==> src/rtl/chess_turn_clock_if.sv <==
// Board-side signal bundle for the chess game clock: move/control inputs in,
// time displays and game status out.
interface chess_turn_clock_if #(
  parameter int TIME_WIDTH = 10
);
  logic                  StartGame;
  logic                  Pause;
  logic                  Player;
  logic [1:0]            Checkmate;
  logic [TIME_WIDTH-1:0] WhiteSeconds;
  logic [TIME_WIDTH-1:0] BlackSeconds;
  logic                  ActivePlayer;
  logic                  Running;
  logic                  GameOver;
  logic [1:0]            Timeout;

  modport master (
    output StartGame, Pause, Player, Checkmate,
    input  WhiteSeconds, BlackSeconds, ActivePlayer, Running, GameOver, Timeout
  );

  modport slave (
    input  StartGame, Pause, Player, Checkmate,
    output WhiteSeconds, BlackSeconds, ActivePlayer, Running, GameOver, Timeout
  );
endinterface

==> src/rtl/chess_turn_clock.sv <==
// Chess game clock: per-side countdown with pause, turn tracking, timeout and checkmate.
// Optional per-move bonus time is enabled by defining CHESS_INCREMENT_EN.
//
// state    | meaning
// IDLE     | after reset, waiting for StartGame
// RUNNING  | charging the active side once per TICKS_PER_SEC cycles
// PAUSED   | countdown frozen, tick count held
// FINISHED | flag fell or checkmate; times frozen until StartGame
module chess_turn_clock #(
  parameter int TICKS_PER_SEC     = 5,
  parameter int INIT_SECONDS      = 300,
  parameter int TIME_WIDTH        = 10,
  parameter int INCREMENT_SECONDS = 2
) (
  input  logic               OutClock,
  input  logic               resetApp,
  chess_turn_clock_if.slave  bus
);

  localparam int TICK_W = (TICKS_PER_SEC > 1) ? $clog2(TICKS_PER_SEC) : 1;
  localparam logic [TICK_W-1:0]     TICK_LAST = TICK_W'(TICKS_PER_SEC - 1);
  localparam logic [TIME_WIDTH-1:0] INIT_T    = TIME_WIDTH'(INIT_SECONDS);

  if (TICKS_PER_SEC < 1 || INIT_SECONDS >= 2**TIME_WIDTH || INCREMENT_SECONDS < 0) begin : g_bad_params
    $error("chess_turn_clock: illegal parameter combination");
  end

  typedef enum logic [1:0] {
    ST_IDLE,
    ST_RUNNING,
    ST_PAUSED,
    ST_FINISHED
  } state_t;

  state_t                state_q, state_d;
  logic [TICK_W-1:0]     tick_q, tick_d;
  logic [TIME_WIDTH-1:0] white_q, white_d;
  logic [TIME_WIDTH-1:0] black_q, black_d;
  logic                  active_q, active_d;
  logic                  prev_player_q, prev_player_d;
  logic [1:0]            timeout_q, timeout_d;
  logic                  running_q, running_d;
  logic                  game_over_q, game_over_d;

  logic                  wrap;
  logic                  flag_fell;
  logic                  unused_winner;

  // The winner of a checkmate is reported by the board itself, not by this block.
  assign unused_winner = bus.Checkmate[1];

  function automatic logic [TIME_WIDTH-1:0] dec_sat(input logic [TIME_WIDTH-1:0] s);
    return (s == '0) ? '0 : s - TIME_WIDTH'(1);
  endfunction

`ifdef CHESS_INCREMENT_EN
  function automatic logic [TIME_WIDTH-1:0] add_bonus(input logic [TIME_WIDTH-1:0] s);
    logic [31:0] sum;
    sum = 32'(s) + 32'(INCREMENT_SECONDS);
    return (sum > 32'(2**TIME_WIDTH - 1)) ? '1 : sum[TIME_WIDTH-1:0];
  endfunction
`endif

  always_comb begin
    state_d       = state_q;
    tick_d        = tick_q;
    white_d       = white_q;
    black_d       = black_q;
    active_d      = active_q;
    timeout_d     = timeout_q;
    prev_player_d = bus.Player;
    wrap          = 1'b0;
    flag_fell     = 1'b0;

    case (state_q)
      ST_IDLE, ST_FINISHED: begin
        if (bus.StartGame) begin
          state_d   = ST_RUNNING;
          white_d   = INIT_T;
          black_d   = INIT_T;
          tick_d    = '0;
          active_d  = bus.Player;
          timeout_d = 2'b00;
        end
      end

      ST_RUNNING, ST_PAUSED: begin
        if (bus.Checkmate[0]) begin
          state_d = ST_FINISHED;
        end else begin
          if (state_q == ST_RUNNING) begin
            wrap   = (tick_q == TICK_LAST);
            tick_d = wrap ? '0 : tick_q + TICK_W'(1);
          end
          if (wrap) begin
            if (active_q) begin
              flag_fell = (white_q == TIME_WIDTH'(1));
              white_d   = dec_sat(white_q);
            end else begin
              flag_fell = (black_q == TIME_WIDTH'(1));
              black_d   = dec_sat(black_q);
            end
          end

          if (flag_fell) begin
            timeout_d = {~active_q, 1'b1};
            state_d   = ST_FINISHED;
          end else begin
            // The second just completed stays charged to the old side; bonus lands on top.
            if (bus.Player != prev_player_q) begin
              active_d = bus.Player;
              tick_d   = '0;
`ifdef CHESS_INCREMENT_EN
              if (active_q) white_d = add_bonus(white_d);
              else          black_d = add_bonus(black_d);
`endif
            end
            if (state_q == ST_RUNNING && bus.Pause)      state_d = ST_PAUSED;
            else if (state_q == ST_PAUSED && !bus.Pause) state_d = ST_RUNNING;
          end
        end
      end

      default: state_d = ST_IDLE;
    endcase

    running_d   = (state_d == ST_RUNNING);
    game_over_d = (state_d == ST_FINISHED);
  end

  always_ff @(posedge OutClock or posedge resetApp) begin
    if (resetApp) begin
      state_q       <= ST_IDLE;
      tick_q        <= '0;
      white_q       <= INIT_T;
      black_q       <= INIT_T;
      active_q      <= 1'b1;
      prev_player_q <= 1'b0;
      timeout_q     <= 2'b00;
      running_q     <= 1'b0;
      game_over_q   <= 1'b0;
    end else begin
      state_q       <= state_d;
      tick_q        <= tick_d;
      white_q       <= white_d;
      black_q       <= black_d;
      active_q      <= active_d;
      prev_player_q <= prev_player_d;
      timeout_q     <= timeout_d;
      running_q     <= running_d;
      game_over_q   <= game_over_d;
    end
  end

  assign bus.WhiteSeconds = white_q;
  assign bus.BlackSeconds = black_q;
  assign bus.ActivePlayer = active_q;
  assign bus.Running      = running_q;
  assign bus.GameOver     = game_over_q;
  assign bus.Timeout      = timeout_q;

endmodule
==> src/flat_wrapper.sv <==
// flat-port wrapper written by rule: the top's interface ports become plain ports
module chess_turn_clock_flat 
#(
  parameter int TICKS_PER_SEC     = 5,
  parameter int INIT_SECONDS      = 300,
  parameter int TIME_WIDTH        = 10,
  parameter int INCREMENT_SECONDS = 2
)
  (OutClock, resetApp, bus_StartGame, bus_Pause, bus_Player, bus_Checkmate, bus_WhiteSeconds, bus_BlackSeconds, bus_ActivePlayer, bus_Running, bus_GameOver, bus_Timeout);
  chess_turn_clock_if #(.TIME_WIDTH(TIME_WIDTH)) bus_i ();
  input  logic OutClock;
  input  logic resetApp;
  input wire logic [$bits(bus_i.StartGame)-1:0] bus_StartGame;
  input wire logic [$bits(bus_i.Pause)-1:0] bus_Pause;
  input wire logic [$bits(bus_i.Player)-1:0] bus_Player;
  input wire logic [$bits(bus_i.Checkmate)-1:0] bus_Checkmate;
  output wire logic [$bits(bus_i.WhiteSeconds)-1:0] bus_WhiteSeconds;
  output wire logic [$bits(bus_i.BlackSeconds)-1:0] bus_BlackSeconds;
  output wire logic [$bits(bus_i.ActivePlayer)-1:0] bus_ActivePlayer;
  output wire logic [$bits(bus_i.Running)-1:0] bus_Running;
  output wire logic [$bits(bus_i.GameOver)-1:0] bus_GameOver;
  output wire logic [$bits(bus_i.Timeout)-1:0] bus_Timeout;
  assign bus_i.StartGame = bus_StartGame;
  assign bus_i.Pause = bus_Pause;
  assign bus_i.Player = bus_Player;
  assign bus_i.Checkmate = bus_Checkmate;
  assign bus_WhiteSeconds = bus_i.WhiteSeconds;
  assign bus_BlackSeconds = bus_i.BlackSeconds;
  assign bus_ActivePlayer = bus_i.ActivePlayer;
  assign bus_Running = bus_i.Running;
  assign bus_GameOver = bus_i.GameOver;
  assign bus_Timeout = bus_i.Timeout;
  chess_turn_clock #(.TICKS_PER_SEC(TICKS_PER_SEC), .INIT_SECONDS(INIT_SECONDS), .TIME_WIDTH(TIME_WIDTH), .INCREMENT_SECONDS(INCREMENT_SECONDS)) u_core (.OutClock(OutClock), .resetApp(resetApp), .bus(bus_i));
endmodule
==> config.mk <==
export PLATFORM = sky130hd
export DESIGN_NAME = chess_turn_clock_flat
export DESIGN_NICKNAME = d
export VERILOG_FILES = /design/src/rtl/chess_turn_clock_if.sv /design/src/rtl/chess_turn_clock.sv /design/src/flat_wrapper.sv
export SDC_FILE = /design/constraint.sdc
export NUM_CORES = 1
export LEC_CHECK = 0
export ABC_AREA = 1
export CORE_MARGIN = 2
export CORE_UTILIZATION = 46
export CTS_BUF_LIST = sky130_fd_sc_hd__clkbuf_16
export DETAILED_ROUTE_END_ITERATION = 10
export GPL_TIMING_DRIVEN = 0
export PLACE_DENSITY = 0.67
export SYNTH_ARGS = -nofsm -noshare
export SYNTH_HDL_FRONTEND = slang
export SYNTH_SLANG_ARGS = --single-unit
==> constraint.sdc <==
create_clock -name OutClock -period 2.1 [get_ports OutClock]
set_input_delay 0.42 -clock OutClock [delete_from_list [all_inputs] [get_ports OutClock]]
set_output_delay 0.42 -clock OutClock [all_outputs]
set_load 0.02 [all_outputs]
======== Word level (Yosys, flattened, before mapping) ========
Index checks and enable logic that the tools add are counted.
storage, ports and cells
  bits in registers ....................... 31
  input bits .............................. 7
  word-level logic and storage cells ...... 83
cells by class
  add/subtract/negate cells ............... 3
  equality and inequality tests ........... 17
  multiplexer cells ....................... 40
  bitwise operators ....................... 1
  reductions and logical operators ........ 13
operators with widths
  cell                                                                      number
  10-bit 2-to-1 mux                                                         9
  10-bit case mux with 2 select lines                                       2
  10-bit by 1-bit equality test with 1-bit output (second input constant)   2
  10-bit zero test                                                          2
  10-bit by 1-bit subtractor with 10-bit output (second input constant)     2
  3-bit 2-to-1 mux                                                          6
  2-bit 2-to-1 mux                                                          8
  4-bit AND reduction                                                       3
  1-bit 2-to-1 mux                                                          11
  2-bit inequality test (second input constant)                             5
  2-bit case mux with 2 select lines                                        2
  2-bit equality test (second input constant)                               3
  2-bit by 1-bit inequality test with 1-bit output (second input constant)  3
  3-bit case mux with 2 select lines                                        1
  2-bit by 1-bit equality test with 1-bit output (second input constant)    2
  2-bit OR reduction                                                        2
  3-bit by 1-bit adder with 3-bit output (second input constant)            1
  3-bit equality test (second input constant)                               1
  3-bit AND reduction                                                       1
  1-bit logical AND                                                         2
  2-bit zero test                                                           1
  1-bit case mux with 2 select lines                                        1
  2-bit AND reduction                                                       1
  1-bit zero test                                                           1
  other kinds (2)                                                           2

======== Depth between registers and ports, before layout ========
  depth after elaboration ................. 11
  mapped depth ............................ 14

======== Least setup slack after synthesis ========
OpenSTA, ideal clock, no wires.
  kind .................................... register -> register
  start point ............................. register u_core.state_q[0]
  end point ............................... register u_core.white_q[9] (netlist: u_core.bus.WhiteSeconds[9])
  library setup time ...................... 126 ps
  arrival time ............................ 1627 ps
  required time ........................... 1974 ps
  path slack .............................. 347 ps
  cell stages (with the launch flop) ...... 14
  clock period less this slack ............ 1753 ps
  path through ............................ dfrtp_1 inv_1 ha_1 inv_4 nand2_4 nand2_4 inv_6 nand2_4 nor2_8 inv_4 nor2_4 nand3_1 nand2_1 nor2_1
on the way
  longest elaborated chain between the ends .. 6
  elaborated cells between the ends (all ways) .. 15
  classes of those cells .................. eq/ne: 7; mux: 4; reduce/logical: 4
RTL lines
  item                                            RTL line                                        source
  start: declaration                              chess_turn_clock.sv:35                          state_t state_q, state_d;
  start signal: assignment                        chess_turn_clock.sv:143                         state_q <= state_d;
  2-bit by 1-bit equality test with 1-bit output  chess_turn_clock.sv:75, chess_turn_clock.sv:91
  1-bit 2-to-1 mux                                chess_turn_clock.sv:91                          if (state_q == ST_RUNNING) begin
  1-bit 2-to-1 mux                                chess_turn_clock.sv:88                          if (bus.Checkmate[0]) begin
  1-bit 2-to-1 mux                                chess_turn_clock.sv:75                          case (state_q)
  2-bit inequality test (no source line)          --
  4-bit AND reduction (no source line)            --
  end signal: assignment                          chess_turn_clock.sv:145                         white_q <= white_d;
  end: declaration                                chess_turn_clock.sv:37                          logic [TIME_WIDTH-1:0] white_q, white_d;
Parallel ways exist; a longest one is shown, timed or not. The select of a mux whose other input is x is not followed.
A chain may end at the register's enable or synchronous reset.

======== Final worst setup path ========
  start point ............................. register u_core.active_q (netlist: u_core.bus.ActivePlayer)
  end point ............................... output bus_ActivePlayer
RTL lines
  item                      RTL line                 source
  start: declaration        chess_turn_clock.sv:39   logic active_q, active_d;
  start signal: assignment  chess_turn_clock.sv:147  active_q <= active_d;
  end: declaration          flat_wrapper.sv:19       output wire logic [$bits(bus_i.ActivePlayer)-1:0] bus_ActivePlayer;
No word-level cell between the ends.

==> impl_results.md <==
- Outcome: finished clean
- Post-route ant nets: 0
- Bufs and invs on worst path: 1
- Port Buffers: 30
- Slew @ Worst Pin: 0.7186 ns
- Synth Net Count: 259
- Power Internal: 1927 uW
- Cell area power density: 1450 mW/mm2
- Final worst-path cycle share: 0.9117
- Grt ovf: 0
- Worst path cell trace: clkdlybuf4s50_1
- Worst-Skew Late Latency: 0.27 ns
- Clk network pwr share: 0.189
- # setup viols final: 0
- Diodes inserted: 0
- Share of the synthesized area in the top cell type: 0.2922
- Register area share after synthesis: 0.4177
- Hold Violations, Final: 0
- Critical Path End Type: primary output
- P_sw: 1589 uW
- FF-to-FF Start: u_core.state_q[0]$_DFF_PP0_
- Fin Setup TNS: 0 ns
- Fillcell total: 378
- Mean routed wirelength per cell: 12.06 um
- Final Non-Filler Cells: 333
- DRT iter0 DRCs: approximately 90
- Cell taking the most area after synthesis: dfrtp_1
- Num CTS Buffers: 5
- Largest net degree at the start of global routing: 32
- Layout cells sized above 1: 0.09894
- CP max FO: 6
- Nets: around 300
- IO Pins: 32
- Worst reg-to-reg setup slack: around 0.23 ns
- Htree depth: 2
- Gr usage total: 0.1967
- Fin crit period: 1.915 ns
- Site Rows: 23
- Routed via count: around 1700
- Slowest cell on the critical path: clkdlybuf4s50_1
- CTS tree: yes
- Hold Path Sink: u_core.bus.Timeout[0]$_DFFE_PP0P_
- Area after DPL: around 0.0022 mm2
- Max incr delay on CP: between 0.6 and 0.7 ns
- # Max-Cap Violations: 0
- Final instance area: between 0.002 and 0.0025 mm2
- Synth top area cells: dfrtp_1 (29%), dfstp_2 (13%), nand2_1 (8.8%)
- Final WL: roughly 4000 um
- Startpoint types: flop
- RePlAce Congestion: roughly 0.8
- Die Footprint: 0.004624 mm2
- # clock sinks: 31
- Core footprint: 0.003971 mm2
- Worst R2R End: u_core.bus.BlackSeconds[5]$_DFFE_PP1P_
- Cell family with most CP delay: buffers and inverters
- Post-Syn Instances: between 200 and 250
- Area Overhead vs Synth: 28.69%
- Routed wl met3: 141 um
- DPL Wire Length: slightly below 3000 um
- Dpl cells: between 300 and 400
- Max transition margin: 0.5204
- Number of cells on the worst reg-to-reg path: 8
- Peak Freq: 522.3 MHz
- Part of the power in combinational logic: 0.543
- CP Class: flop to primary output
- Die Span X: 68 um
- Met2 WL: a little under 2000 um
- Hold Path Cell Cnt: 2
- Initial antenna violation count: 0
- Part of the power in registers: 0.267
- Post-CTS Hold Buffers: 0
- Synth warn: 0
- Drt pass-1 iters: 4
- Max VDD drop: 0.0007319 V
- # DRC: 0
- CP arrival: ~1.5 ns
- Synthesized flop and latch total: 31
- WL met1: 1920 um
- Starting Density: 0.4745
- Post-CTS setup buffer count: 0
- Via/cell ratio: 5.069
- Hold Path Origin: u_core.bus.Timeout[0]$_DFFE_PP0P_
- RSZ-0062 raised after global routing: no
- Multi-input logic area: a little over 900 um2
- Clk buf depth: 2
- Reg area: 787.0 um2
- Clock root buffer: clkbuf_16
- Sw Ratio: 0.4520
- Die height: roughly 70 um
- Hold crit path type: flop to flop
- Pleak: 0.001148 uW
- Vias in the first global route: 1575
- Crit path required time: about 1.7 ns
- First-pass GRT wire length: 6941 um
- Cell variety after synth: 31
- Clk_skew: ~0.0032 ns
- Top sig layer: met4
- Clock Pin Slew Worst Setup and Hold Paths: 0.05 ns
- Synth Cell Area: around 0.0019 mm2
- Slew Viols, Final: 0
- Mean Syn Cell Area: 7.723 um2
worst register-to-register path, cell delays in order, from the launching register on:
cell     delay, ns
dfrtp_1       0.38
inv_1         0.13
ha_4          0.26
nor2_1        0.34
inv_1         0.13
nor2_1        0.22
inv_1         0.12
a31oi_1       0.15
a21oi_1       0.05
power by group through the flow:
stage | Clock [uW] | Combinational [uW] | Sequential [uW]
3_5_place_dp | 0 | 1880 | 944
3_3_place_gp | 0 | 1850 | 944
4_1_cts | 679 | 1880 | 936
2_1_floorplan | 0 | 1200 | 1070
5_1_grt | 707 | 2170 | 965
6_report | 666 | 1910 | 939
how the worst max path moves through the flow:
stage,cells after the start,endpoint,slack [ns],from
3_3_place_gp,11,u_core.bus.WhiteSeconds[9]$_DFFE_PP0P_,0.10,u_core.state_q[0]$_DFF_PP0_
6_report,1,bus_ActivePlayer,0.19,u_core.bus.ActivePlayer$_DFFE_PP1P_
4_1_cts,11,u_core.bus.BlackSeconds[4]$_DFFE_PP0P_,0.07,u_core.state_q[0]$_DFF_PP0_
3_5_place_dp,11,u_core.bus.BlackSeconds[4]$_DFFE_PP0P_,0.07,u_core.state_q[0]$_DFF_PP0_
2_1_floorplan,13,u_core.bus.WhiteSeconds[9]$_DFFE_PP0P_,0.35,u_core.state_q[0]$_DFF_PP0_
5_1_grt,13,u_core.bus.WhiteSeconds[9]$_DFFE_PP0P_,0.05,u_core.state_q[1]$_DFF_PP0_
repair_timing:
item	4_1_cts	5_1_grt
setup endpoints to repair	0	15
resized for setup	0	2
hold endpoints to repair	0	0
registers in the layout (all words and copies together), names as in the netlist:
name / count
u_core.bus.Timeout: 2
u_core.bus.ActivePlayer: 1
u_core.tick_q: 3
u_core.prev_player_q: 1
u_core.bus.GameOver: 1
u_core.bus.Running: 1
u_core.bus.WhiteSeconds: 10
u_core.state_q: 2
u_core.bus.BlackSeconds: 10
cells in the mapped netlist:
| master | number |
|---|---|
| inv_4 | 2 |
| xnor2_1 | 4 |
| o21a_1 | 1 |
| o31ai_1 | 1 |
| nand3_1 | 18 |
| nand2_4 | 3 |
| clkbuf_1 | 1 |
| dfrtp_1 | 22 |
| nor3_1 | 3 |
| nand4_1 | 7 |
| nor3b_1 | 1 |
| xor2_1 | 2 |
| buf_2 | 1 |
| nor2_8 | 1 |
| dfstp_2 | 9 |
| inv_6 | 1 |
| a32oi_1 | 1 |
| o21ai_1 | 1 |
| a31oi_1 | 3 |
| nor2_1 | 31 |
| o22ai_1 | 5 |
| a22oi_1 | 1 |
| o21ai_0 | 16 |
| inv_1 | 41 |
| ha_1 | 8 |
| nand2_1 | 44 |
| a21oi_1 | 12 |
| a21oi_4 | 1 |
| o21ai_2 | 1 |
| nor4_1 | 1 |
| nor2_4 | 1 |
cells in the final DEF, fill, tap and decap left out, types with 3 or more instances in the layout:
cell             instances
nand4_1                  7
nor2_1                  31
nand2_4                  3
o21ai_0                 16
xnor2_1                  4
nand3_1                 18
dfstp_2                  9
nand2_1                 44
clkbuf_16                5
nor3_1                   3
a21oi_1                 12
dfrtp_1                 22
ha_1                     7
a31oi_1                  3
o22ai_1                  5
clkdlybuf4s50_1         30
inv_1                   43
stage by stage:
| stage | hold slack (ns) | setup slack, ns | util | total power [uW] |
|---|---|---|---|---|
| 2_1_floorplan | 0.4514 | 0.3472 | - | 2274 |
| 3_3_place_gp | 0.4680 | 0.1026 | 0.5658 | 2797 |
| 3_5_place_dp | 0.4793 | 0.06962 | 0.5658 | 2819 |
| 4_1_cts | 0.4917 | 0.06753 | 0.6005 | 3493 |
| 5_1_grt | 0.5344 | 0.04715 | 0.6106 | 3838 |
| 6_report | 0.4851 | 0.1854 | 0.6106 | 3516 |
layout make-up:
class                      count  area share
timing repair buffer          31      0.1352
inverter                      44     0.07224
clock buffer                   5     0.05160
buffer                         2    0.003612
multi-input combinational    167      0.3818
tap                           50     0.02580
clock inverter                 3    0.005160
sequential                    31      0.3246
logic make-up (layout without fill, tap and decap cells):
logic type                 count (synthesis)  after routing  share of synthesized area
and+or+nand+nor                          110            110                     0.2703
buffers and inverters                     46             85                    0.09761
AOI/OAI and AO/OA                         43             43                     0.1335
DFF                                       31             31                     0.4177
adders and majority gates                  8              8                    0.05312
xor gates and xnor gates                   6              6                    0.02789
routing by layer:
layer / up-vias / global-route usage
li1: 870 / -
met1: 789 / 0.2629
met2: 25 / 0.3131
met3: 4 / 0.05592
met4: 0 / 0.05000
met5: - / 0
Power figures use the tool's default switching activity.
